<file path="config.mk">
export PLATFORM = sky130hd
export DESIGN_NAME = vga_timing_gen
export DESIGN_NICKNAME = d
export VERILOG_FILES = /design/src/rtl/vga_timing_gen.sv
export SDC_FILE = /design/constraint.sdc
export NUM_CORES = 1
export LEC_CHECK = 0
export BUFFER_PORTS_ARGS = -buffer_cell sky130_fd_sc_hd__clkbuf_2
export CAP_MARGIN = 20
export CORE_UTILIZATION = 40
export DETAILED_ROUTE_END_ITERATION = 7
export GPL_ROUTABILITY_DRIVEN = 0
export MAX_ROUTING_LAYER = met4
export PLACE_DENSITY = 0.58
export SYNTH_ARGS = -nofsm -noshare
export SYNTH_HDL_FRONTEND = slang
export SYNTH_SLANG_ARGS = --single-unit
</file>
<file path="constraint.sdc">
create_clock -name pclk -period 4.2 [get_ports pclk]
set_input_delay 0.21 -clock pclk [delete_from_list [all_inputs] [get_ports pclk]]
set_output_delay 0.21 -clock pclk [all_outputs]
set_load 0.005 [all_outputs]
</file>
<file path="src/rtl/vga_timing_gen.sv">
// rtl/vga_timing_gen.sv - VGA raster timing generator (stage 0 of the display pipeline)
//
// Purpose: free-running horizontal/vertical counters gated by en. Every output
// is decoded from the current counters and registered on the same edge, so all
// outputs are mutually aligned and lag the counters by one cycle.
//
// Ports:
//   pclk        in   pixel clock, rising edge
//   reset       in   asynchronous active-high reset
//   en          in   count enable; 0 freezes counters and all outputs
//   DE_s0       out  display enable, high in the visible area
//   h_sync_s0   out  horizontal sync, polarity set by SYNC_ACTIVE_LOW
//   v_sync_s0   out  vertical sync, polarity set by SYNC_ACTIVE_LOW
//   x_pixel_s0  out  horizontal position 0..H_TOTAL-1
//   y_pixel_s0  out  vertical position 0..V_TOTAL-1
//   line_start  out  high while x_pixel_s0 == 0
//   frame_start out  high while x_pixel_s0 == 0 and y_pixel_s0 == 0
module vga_timing_gen #(
    parameter int H_VISIBLE       = 640,
    parameter int H_FP            = 16,
    parameter int H_SYNC          = 96,
    parameter int H_BP            = 48,
    parameter int V_VISIBLE       = 480,
    parameter int V_FP            = 10,
    parameter int V_SYNC          = 2,
    parameter int V_BP            = 33,
    parameter int SYNC_ACTIVE_LOW = 1
) (
    input  logic       pclk,
    input  logic       reset,
    input  logic       en,
    output logic       DE_s0,
    output logic       h_sync_s0,
    output logic       v_sync_s0,
    output logic [9:0] x_pixel_s0,
    output logic [9:0] y_pixel_s0,
    output logic       line_start,
    output logic       frame_start
);

    localparam int H_TOTAL = H_VISIBLE + H_FP + H_SYNC + H_BP;
    localparam int V_TOTAL = V_VISIBLE + V_FP + V_SYNC + V_BP;

    generate
        if (H_TOTAL > 1024 || V_TOTAL > 1024) begin : g_size_check
            $error("vga_timing_gen: H_TOTAL and V_TOTAL must not exceed 1024");
        end
    endgenerate

    localparam logic [9:0] H_LAST     = 10'(H_TOTAL - 1);
    localparam logic [9:0] V_LAST     = 10'(V_TOTAL - 1);
    localparam logic [9:0] H_VIS      = 10'(H_VISIBLE);
    localparam logic [9:0] V_VIS      = 10'(V_VISIBLE);
    localparam logic [9:0] HS_FIRST   = 10'(H_VISIBLE + H_FP);
    localparam logic [9:0] HS_LAST    = 10'(H_VISIBLE + H_FP + H_SYNC - 1);
    localparam logic [9:0] VS_FIRST   = 10'(V_VISIBLE + V_FP);
    localparam logic [9:0] VS_LAST    = 10'(V_VISIBLE + V_FP + V_SYNC - 1);
    // Idle (inactive) sync level; the active level is its complement.
    localparam logic       SYNC_IDLE  = (SYNC_ACTIVE_LOW != 0);

    logic [9:0] r_h_cnt;
    logic [9:0] r_v_cnt;

    logic w_h_wrap;
    logic w_v_wrap;
    logic w_de;
    logic w_hs_act;
    logic w_vs_act;

    assign w_h_wrap = (r_h_cnt == H_LAST);
    assign w_v_wrap = (r_v_cnt == V_LAST);
    assign w_de     = (r_h_cnt < H_VIS) && (r_v_cnt < V_VIS);
    assign w_hs_act = (r_h_cnt >= HS_FIRST) && (r_h_cnt <= HS_LAST);
    // Vertical sync looks at v_cnt only, so it covers whole lines.
    assign w_vs_act = (r_v_cnt >= VS_FIRST) && (r_v_cnt <= VS_LAST);

    always_ff @(posedge pclk or posedge reset) begin
        if (reset) begin
            r_h_cnt <= 10'd0;
            r_v_cnt <= 10'd0;
        end else if (en) begin
            if (w_h_wrap) begin
                r_h_cnt <= 10'd0;
                r_v_cnt <= w_v_wrap ? 10'd0 : r_v_cnt + 10'd1;
            end else begin
                r_h_cnt <= r_h_cnt + 10'd1;
            end
        end
    end

    // Decode from the pre-increment counters; strobes also freeze while en=0.
    always_ff @(posedge pclk or posedge reset) begin
        if (reset) begin
            DE_s0       <= 1'b0;
            h_sync_s0   <= SYNC_IDLE;
            v_sync_s0   <= SYNC_IDLE;
            x_pixel_s0  <= 10'd0;
            y_pixel_s0  <= 10'd0;
            line_start  <= 1'b0;
            frame_start <= 1'b0;
        end else if (en) begin
            DE_s0       <= w_de;
            h_sync_s0   <= w_hs_act ? ~SYNC_IDLE : SYNC_IDLE;
            v_sync_s0   <= w_vs_act ? ~SYNC_IDLE : SYNC_IDLE;
            x_pixel_s0  <= r_h_cnt;
            y_pixel_s0  <= r_v_cnt;
            line_start  <= (r_h_cnt == 10'd0);
            frame_start <= (r_h_cnt == 10'd0) && (r_v_cnt == 10'd0);
        end
    end

endmodule

</file>
==> summary.md, run 1 <==
| Metric | Value |
|---|---|
| Kind of launch point of the worst setup path | register |
| Logic gate share of total power | 15.5% |
| Period utilization | 51.22% |
| Fraction of final layout cells with drive strength greater than 1 | 28.44% |
| Mean number of vias per cell | 5.137 |
| Clock network power share | 26.8% |
| Slew at the pin closest to its max-slew limit | 0.7833 ns |
| Buffers inserted during post-CTS setup optimization | 0 |
| Routed vias | 1,428 |
| Run status | completed |
| DR DRC count | 0 |
| CTS HTree Levels | 2 |
| Maximum achievable frequency | 464.9 MHz |
| Root buffer cell | sky130_fd_sc_hd__clkbuf_8 |
| Most common flop cell mapped by yosys | sky130_fd_sc_hd__dfrtp_1 |
| Net count of the mapped netlist | 189 |
| Die Y | 73.56 microns |
| Length of the first detailed-routing pass in iterations | 4 |
| Critical path fanouts, max | 8 |
| Largest vdd supply drop | 279.9 uV |
| Number of distinct library cells after synthesis | 36 |
| Setup-violating endpoint count in the final report | 0 |
| Synth top cells by count | 43 x sky130_fd_sc_hd__dfrtp_1, 19 x sky130_fd_sc_hd__mux2_2, 13 x sky130_fd_sc_hd__nand2_1, 12 x sky130_fd_sc_hd__inv_1 |
| Library cell with the highest instance count after synthesis | sky130_fd_sc_hd__dfrtp_1 |
| Synth top area cells | sky130_fd_sc_hd__dfrtp_1 53%, sky130_fd_sc_hd__mux2_2 10%, sky130_fd_sc_hd__nand4_1 2.7% |
| Share of the synthesized area in the top cell type | 52.54% |
| Crit path cell chain | inv_1 -> ha_1 -> nor4b_1 -> nand4_1 -> nor2b_1 -> mux2_1 |
| Fin util | 48.23% |
| Number of antenna violations at the first check in global routing | 0 |
| Fillers | 468 |
| Sw Ratio | 27.85% |
| Average cell area after synthesis | 11.25 sq um |
| Count of max-cap constraint violations | 0 |
| Setup repair after global routing missed its margin | no |
| Hold/Removal Path Class | input pin to asynchronous set/reset pin |
| Cell-internal power | 0.6794 mW |
| Area of the mapped netlist | 0.002048 sq mm |
| Pin count of the biggest net entering global routing | 46 |
| Area added between synthesis and finish | 13.44% |
| Clock skew | 0.007304 ns |
| Antenna fix cells | 0 |
| Clk slew on worst S/H paths | 0.08 ns |
| Violation count after the first detailed-routing iteration | 86 |
| GRT Util Overall | 16.64% |
| Wire length of the first global-routing pass | 6.596 mm |
| Total number of clock tree sinks | 45 |
| Cell taking the most area after synthesis | sky130_fd_sc_hd__dfrtp_1 |
| Register share of total power | 57.7% |
| Net count of the finished layout | 217 |
| Final period demand of the worst path | 2.151 ns |
| Total grt overflow | 0 |
| Number of standard-cell rows in the floorplan | 25 |
| Die Wd | 73.56 microns |
| Endpoint kind of the worst setup timing path | register |
| CORE AREA | 0.004817 sq mm |
| Worst endpoint required time | 4.38 ns |
| Slowest cell on crit path | sky130_fd_sc_hd__dfrtp_1 |
| EDFF count, synth | 0 |
| Category of the most critical setup path | register to register |
| TritonCTS clock tree | built |
| Yosys warnings | 0 |
| Number of buffers on the longest clock path | 2 |
| Number of global-route vias before repair | 1,401 |
| Psw | 0.2622 mW |
| Final Max Slew Viols | 0 |
| Final hold violations | 0 |
| Sequential fraction of the synthesis area | 55.10% |
| Starting utilization of the core area | 42.52% |
| Overall routed net length | 3.786 mm |
| Power per Cell Area | 405.3 mW/mm^2 |
| Final setup TNS | 0 ns |
| Post-cts hold buffer count | 0 |
| Post-synthesis sequential element count | 45 |
| Relative max-transition margin | 47.78% |
| Cells after Synth | 182 |
| Static leakage power | 1.095 nW |
| Number of I/O port buffers | 27 |
| Source-to-sink clock delay at the later pin of the worst-skew pair | 0.29 ns |
| Share of flip-flops with an asynchronous set or reset after synthesis | 100.0% |
| Number of top-level design ports | 28 |
| DP HPWL | 2.632 mm |
| Number of cells upsized or downsized after cts | 0 |
| Area of the die | 0.005410 sq mm |
| Mean routed wirelength per cell | 13.62 microns |
| Number of clock buffers inserted by TritonCTS | 5 |
| Post-route ant nets | 0 |
| Slowest Stage Delay on Critical Path | 0.46 ns |
| Critical Path AT | 2.33 ns |
## critical path: cells and delay by family, from the launching register on
family,cells,cell delay (ns)
and+or+nand+nor,3,1.05
buffers and inverters,1,0.10
adders and majority gates,1,0.14
muxes,1,0.29
DFF,1,0.46
## cell usage in the layout, fill, tap and decap left out, types with 2 or more instances in the layout
cell type / count
sky130_fd_sc_hd__mux2_2: 19
sky130_fd_sc_hd__nand4b_1: 2
sky130_fd_sc_hd__o22ai_1: 3
sky130_fd_sc_hd__inv_1: 12
sky130_fd_sc_hd__nand3_1: 7
sky130_fd_sc_hd__clkbuf_8: 5
sky130_fd_sc_hd__clkinv_2: 2
sky130_fd_sc_hd__ha_1: 4
sky130_fd_sc_hd__nand4_1: 9
sky130_fd_sc_hd__and3_1: 3
sky130_fd_sc_hd__nand3b_1: 2
sky130_fd_sc_hd__xnor2_1: 4
sky130_fd_sc_hd__o21ai_0: 9
sky130_fd_sc_hd__a31oi_1: 2
sky130_fd_sc_hd__clkbuf_2: 27
sky130_fd_sc_hd__xor2_1: 5
sky130_fd_sc_hd__nor2_1: 9
sky130_fd_sc_hd__a21oi_1: 6
sky130_fd_sc_hd__nand2_1: 13
sky130_fd_sc_hd__dfrtp_1: 43
sky130_fd_sc_hd__dfstp_2: 2
sky130_fd_sc_hd__nor3_1: 6
## worst paths after layout
| check | slack, ns | cells past startpoint | startpoint | end |
|---|---|---|---|---|
| setup / recovery | 2.05 | 6 | r_v_cnt[0]$_DFFE_PP0P_ | r_v_cnt[8]$_DFFE_PP0P_ |
| hold / removal | 0.03 | 3 | reset | y_pixel_s0[9]$_DFFE_PP0P_ |
| setup reg to reg | 2.05 | 6 | r_v_cnt[0]$_DFFE_PP0P_ | r_v_cnt[8]$_DFFE_PP0P_ |
| hold reg to reg | 0.51 | 1 | x_pixel_s0[9]$_DFFE_PP0P_ | x_pixel_s0[9]$_DFFE_PP0P_ |
| max in group asynchronous | 3.78 | 3 | reset | v_sync_s0$_DFFE_PP1P_ |
| min in group pclk | 0.51 | 1 | x_pixel_s0[9]$_DFFE_PP0P_ | x_pixel_s0[9]$_DFFE_PP0P_ |
## routing by layer
metal / global-route usage, % / part of all wire (%)
met5: - / 0
met4: 7.265 / 1.7
met3: 2.881 / 3.2
met1: 22.64 / 51
met2: 24.46 / 44
## registers in the layout, summed over array words and instances, names as in the netlist
register and count:
line_start 1, x_pixel_s0 10, h_sync_s0 1, y_pixel_s0 10, r_v_cnt 10, DE_s0 1
v_sync_s0 1, frame_start 1, r_h_cnt 10
## cell families after synthesis
family                     share of synthesized area [%]
and+or+nand+nor                                    17.17
muxes                                              11.48
xor gates and xnor gates                           3.848
DFF                                                55.10
AOI/OAI and AO/OA                                  6.109
buffers and inverters                              3.848
adders and majority gates                          2.444
## metrics by stage
stage	total power [mW]	cells	hold WS (ns)	instance area, sq um	worst slack [ns]
3_3_place_gp	0.6957	270	0.3546	2241	1.954
4_1_cts	0.9552	278	0.05466	2323	2.050
5_1_grt	1.000	278	0.09759	2323	1.884
6_report	0.9417	278	0.03445	2323	2.049
3_5_place_dp	0.7022	270	0.3807	2241	1.876
2_1_floorplan	0.6438	182	0.4755	2048	2.287
## power groups by stage
stage	registers, mW	logic, mW	clock network [mW]
6_report	0.544	0.146	0.252
2_1_floorplan	0.535	0.109	0
5_1_grt	0.555	0.164	0.281
3_3_place_gp	0.549	0.147	0
4_1_cts	0.545	0.149	0.261
3_5_place_dp	0.553	0.149	0
## layout make-up
class,instances,area (sq um),area share (%)
Inverter,12,45.04,1.939
Clock buffer,6,72.57,3.123
Multi-Input combinational cell,118,840.8,36.19
Clock inverter,2,10.01,0.4308
Timing Repair Buffer,28,142.6,6.139
Sequential cell,45,1129,48.57
Tap cell,67,83.83,3.608
Power figures use the tool's default switching activity.
==> inputs of run 2 (changes only) <==
==> constraint.sdc (replaced) <==
create_clock -name pclk -period 2.2 [get_ports pclk]
set_input_delay 0.11 -clock pclk [delete_from_list [all_inputs] [get_ports pclk]]
set_output_delay 0.11 -clock pclk [all_outputs]
set_load 0.005 [all_outputs]
==> summary.md, run 2 (synthesized netlist as in run 1, its figures left out) <==
| Metric | Value |
|---|---|
| Run status | completed |
| Commonest cells after routing, fill and taps aside | 43 x sky130_fd_sc_hd__dfrtp_1, 27 x sky130_fd_sc_hd__clkbuf_2, 19 x sky130_fd_sc_hd__mux2_2, 13 x sky130_fd_sc_hd__nand2_1, 12 x sky130_fd_sc_hd__inv_1 |
| Number of top-level design ports | 28 (unchanged) |
| Length of the first detailed-routing pass in iterations | 7 (+3) |
| Worst Path Buf+Inv | 1 (unchanged) |
| Static leakage power | 1.146 nW (+4.7%) |
| Clock network power share | 35.7% (+8.9 points) |
| Final period demand of the worst path | 2.060 ns (-0.09122 ns) |
| Number of standard-cell rows in the floorplan | 25 (unchanged) |
| Largest delay contributor family on the critical path | simple AND/OR/NAND/NOR gates |
| Maximum achievable frequency | 485.5 MHz (+4.4%) |
| Mean routed wirelength per cell | 14.70 microns (+7.9%) |
| Clock skew | 0.006672 ns (-0.0006321 ns) |
| GRT Util Overall | 18.26% (+1.6 points) |
| Source-to-sink clock delay at the later pin of the worst-skew pair | 0.30 ns (about the same) |
| Most frequent standard cell in the layout excluding fill and tap cells | sky130_fd_sc_hd__dfrtp_1 |
| CTS HTree Levels | 2 (unchanged) |
| Crit path cell chain | inv_1 -> ha_1 -> nor4b_1 -> nand4_1 -> nor2b_1 -> mux2_1 |
| Area added between synthesis and finish | 18.26% |
| Setup-violating endpoint count in the final report | 0 (unchanged) |
| Post-route ant nets | 0 (unchanged) |
| Overall routed net length | 4.175 mm (+10%) |
| Relative max-transition margin | 63.31% (+16 points) |
| Number of clock buffers inserted by TritonCTS | 5 (unchanged) |
| Starting utilization of the core area | 42.52% (unchanged) |
| Period utilization | 93.63% (+42 points) |
| Worst endpoint required time | 2.38 ns (-2.00 ns) |
| Endpoint kind of the worst setup timing path | register |
| Die Wd | 73.56 microns (unchanged) |
| Largest vdd supply drop | 415.8 uV (+49%) |
| Critical path fanouts, max | 7 (-1) |
| Setup repair after global routing missed its margin | no |
| Number of antenna violations at the first check in global routing | 0 (unchanged) |
| Area of the die | 0.005410 sq mm (unchanged) |
| Slowest Stage Delay on Critical Path | 0.45 ns (about the same) |
| Category of the most critical setup path | register to register |
| Final Max Slew Viols | 0 (unchanged) |
| CORE AREA | 0.004817 sq mm (unchanged) |
| TritonCTS clock tree | built |
| Mean number of vias per cell | 5.415 (+5.4%) |
| Final hold violations | 0 (unchanged) |
| Logic gate share of total power | 14.0% (-1.5 points) |
| Register share of total power | 50.3% (-7.4 points) |
| Number of global-route vias before repair | 1,529 (+9.1%) |
| Fin util | 50.29% (+2.1 points) |
| DP HPWL | 2.782 mm (+5.7%) |
| Antenna fix cells | 0 (unchanged) |
| Clk slew on worst S/H paths | 0.09 ns (about the same) |
| Slew at the pin closest to its max-slew limit | 0.5504 ns (-0.2329 ns) |
| Psw | 0.5370 mW (+100%) |
| Fraction of final layout cells with drive strength greater than 1 | 30.41% (+2.0 points) |
| Wire length of the first global-routing pass | 7.120 mm (+7.9%) |
| Placed instance count | 274 (+1.5%) |
| Number of I/O port buffers | 27 (unchanged) |
| Net count of the finished layout | 223 (+2.8%) |
| Pin count of the biggest net entering global routing | 46 (unchanged) |
| Die Y | 73.56 microns (unchanged) |
| Sw Ratio | 25.98% (-1.9 points) |
| Critical Path AT | 2.24 ns (-0.09 ns) |
| Final standard cell count with taps included and fillers excluded | 284 (+2.2%) |
| Total grt overflow | 0 (unchanged) |
| Final setup TNS | 0 ns (unchanged) |
| Violation count after the first detailed-routing iteration | 123 (+43%) |
| Total number of clock tree sinks | 45 (unchanged) |
| Root buffer cell | sky130_fd_sc_hd__clkbuf_8 |
| Routed vias | 1,538 (+7.7%) |
| Slowest cell on crit path | sky130_fd_sc_hd__dfrtp_1 |
| Cell-internal power | 1.530 mW (+130%) |
| Kind of launch point of the worst setup path | register |
| Power per Cell Area | 853.4 mW/mm^2 (+110%) |
| DR DRC count | 0 (unchanged) |
| Count of max-cap constraint violations | 0 (unchanged) |
| Number of buffers on the longest clock path | 2 (unchanged) |
| Hold/Removal Path Class | input pin to register |
-- run 2: cell types whose count changed in the layout (fill, tap and decap cells not counted), sizes merged --
cell	delta
buf	+5
bufinv	+2
clkbuf	-1
clkinv	-1
dlygate4sd3	+1
-- run 2: repair_timing --
item / 4_1_cts / 5_1_grt
setup endpoints to repair: 0 / 1
hold buffers: 1 / 0
endpoints found under the hold margin: 43 / 0
buffers inserted: 0 / 1
gates resized for setup: 0 / 0
-- run 2: through the flow --
| stage | total power [mW] | setup slack, ns | hold WS, ns | instance area [sq um] |
|---|---|---|---|---|
| 6_report | 2.067 | 0.1402 | 0.1983 | 2422 |
| 5_1_grt | 2.178 | 0.03980 | 0.2210 | 2422 |
| 4_1_cts | 2.081 | 0.1511 | 0.1934 | 2415 |
| 3_5_place_dp | 1.344 | 0.2006 | 0.2710 | 2271 |
| 3_3_place_gp | 1.330 | 0.3167 | 0.2625 | 2271 |
| 2_1_floorplan | 1.229 | 0.2865 | 0.3898 | 2048 |
-- run 2: final timing paths --
check                                        from                        end  slack [ns]  cells past startpoint
max                        r_v_cnt[1]$_DFFE_PP0P_     r_v_cnt[8]$_DFFE_PP0P_        0.14                      6
min                                            en     r_h_cnt[8]$_DFFE_PP0P_        0.20                      4
max reg2reg                r_v_cnt[1]$_DFFE_PP0P_     r_v_cnt[8]$_DFFE_PP0P_        0.14                      6
min reg2reg                 v_sync_s0$_DFFE_PP1P_      v_sync_s0$_DFFE_PP1P_        0.50                      2
max in group asynchronous                   reset      h_sync_s0$_DFFE_PP1P_        1.34                      4
min in group asynchronous                   reset  x_pixel_s0[3]$_DFFE_PP0P_        0.46                      4
-- run 2: final cells by class --
class	count	area, sq um
Timing Repair Buffer	34	190.2
Sequential cell	45	1129
Tap cell	67	83.83
Clock inverter	3	65.06
Inverter	12	45.04
Clock buffer	5	68.82
Multi-Input combinational cell	118	840.8
Fill cell	457	2395
-- run 2: worst register-to-register path, delay by kind of cell (launching register included) --
kind	cells	cell delay [ns]
adders and majority gates	1	0.14
buffers and inverters	1	0.11
DFF	1	0.45
and+or+nand+nor	3	0.94
muxes	1	0.30
-- run 2: metal layers --
layer	track usage, %	vias up	part of all wire, %
met5	-	-	0
li1	-	714	-
met2	25.79	61	43
met3	3.429	13	5.7
met4	8.761	0	1.9
met1	25.24	750	49
-- run 2: power by group through the flow --
stage	Clock, mW	Sequential (mW)	Combinational, mW
after CTS	0.750	1.04	0.294
after detailed placement	0	1.05	0.290
after global routing	0.793	1.06	0.325
after floorplan	0	1.02	0.208
after global placement	0	1.05	0.283
final	0.738	1.04	0.289
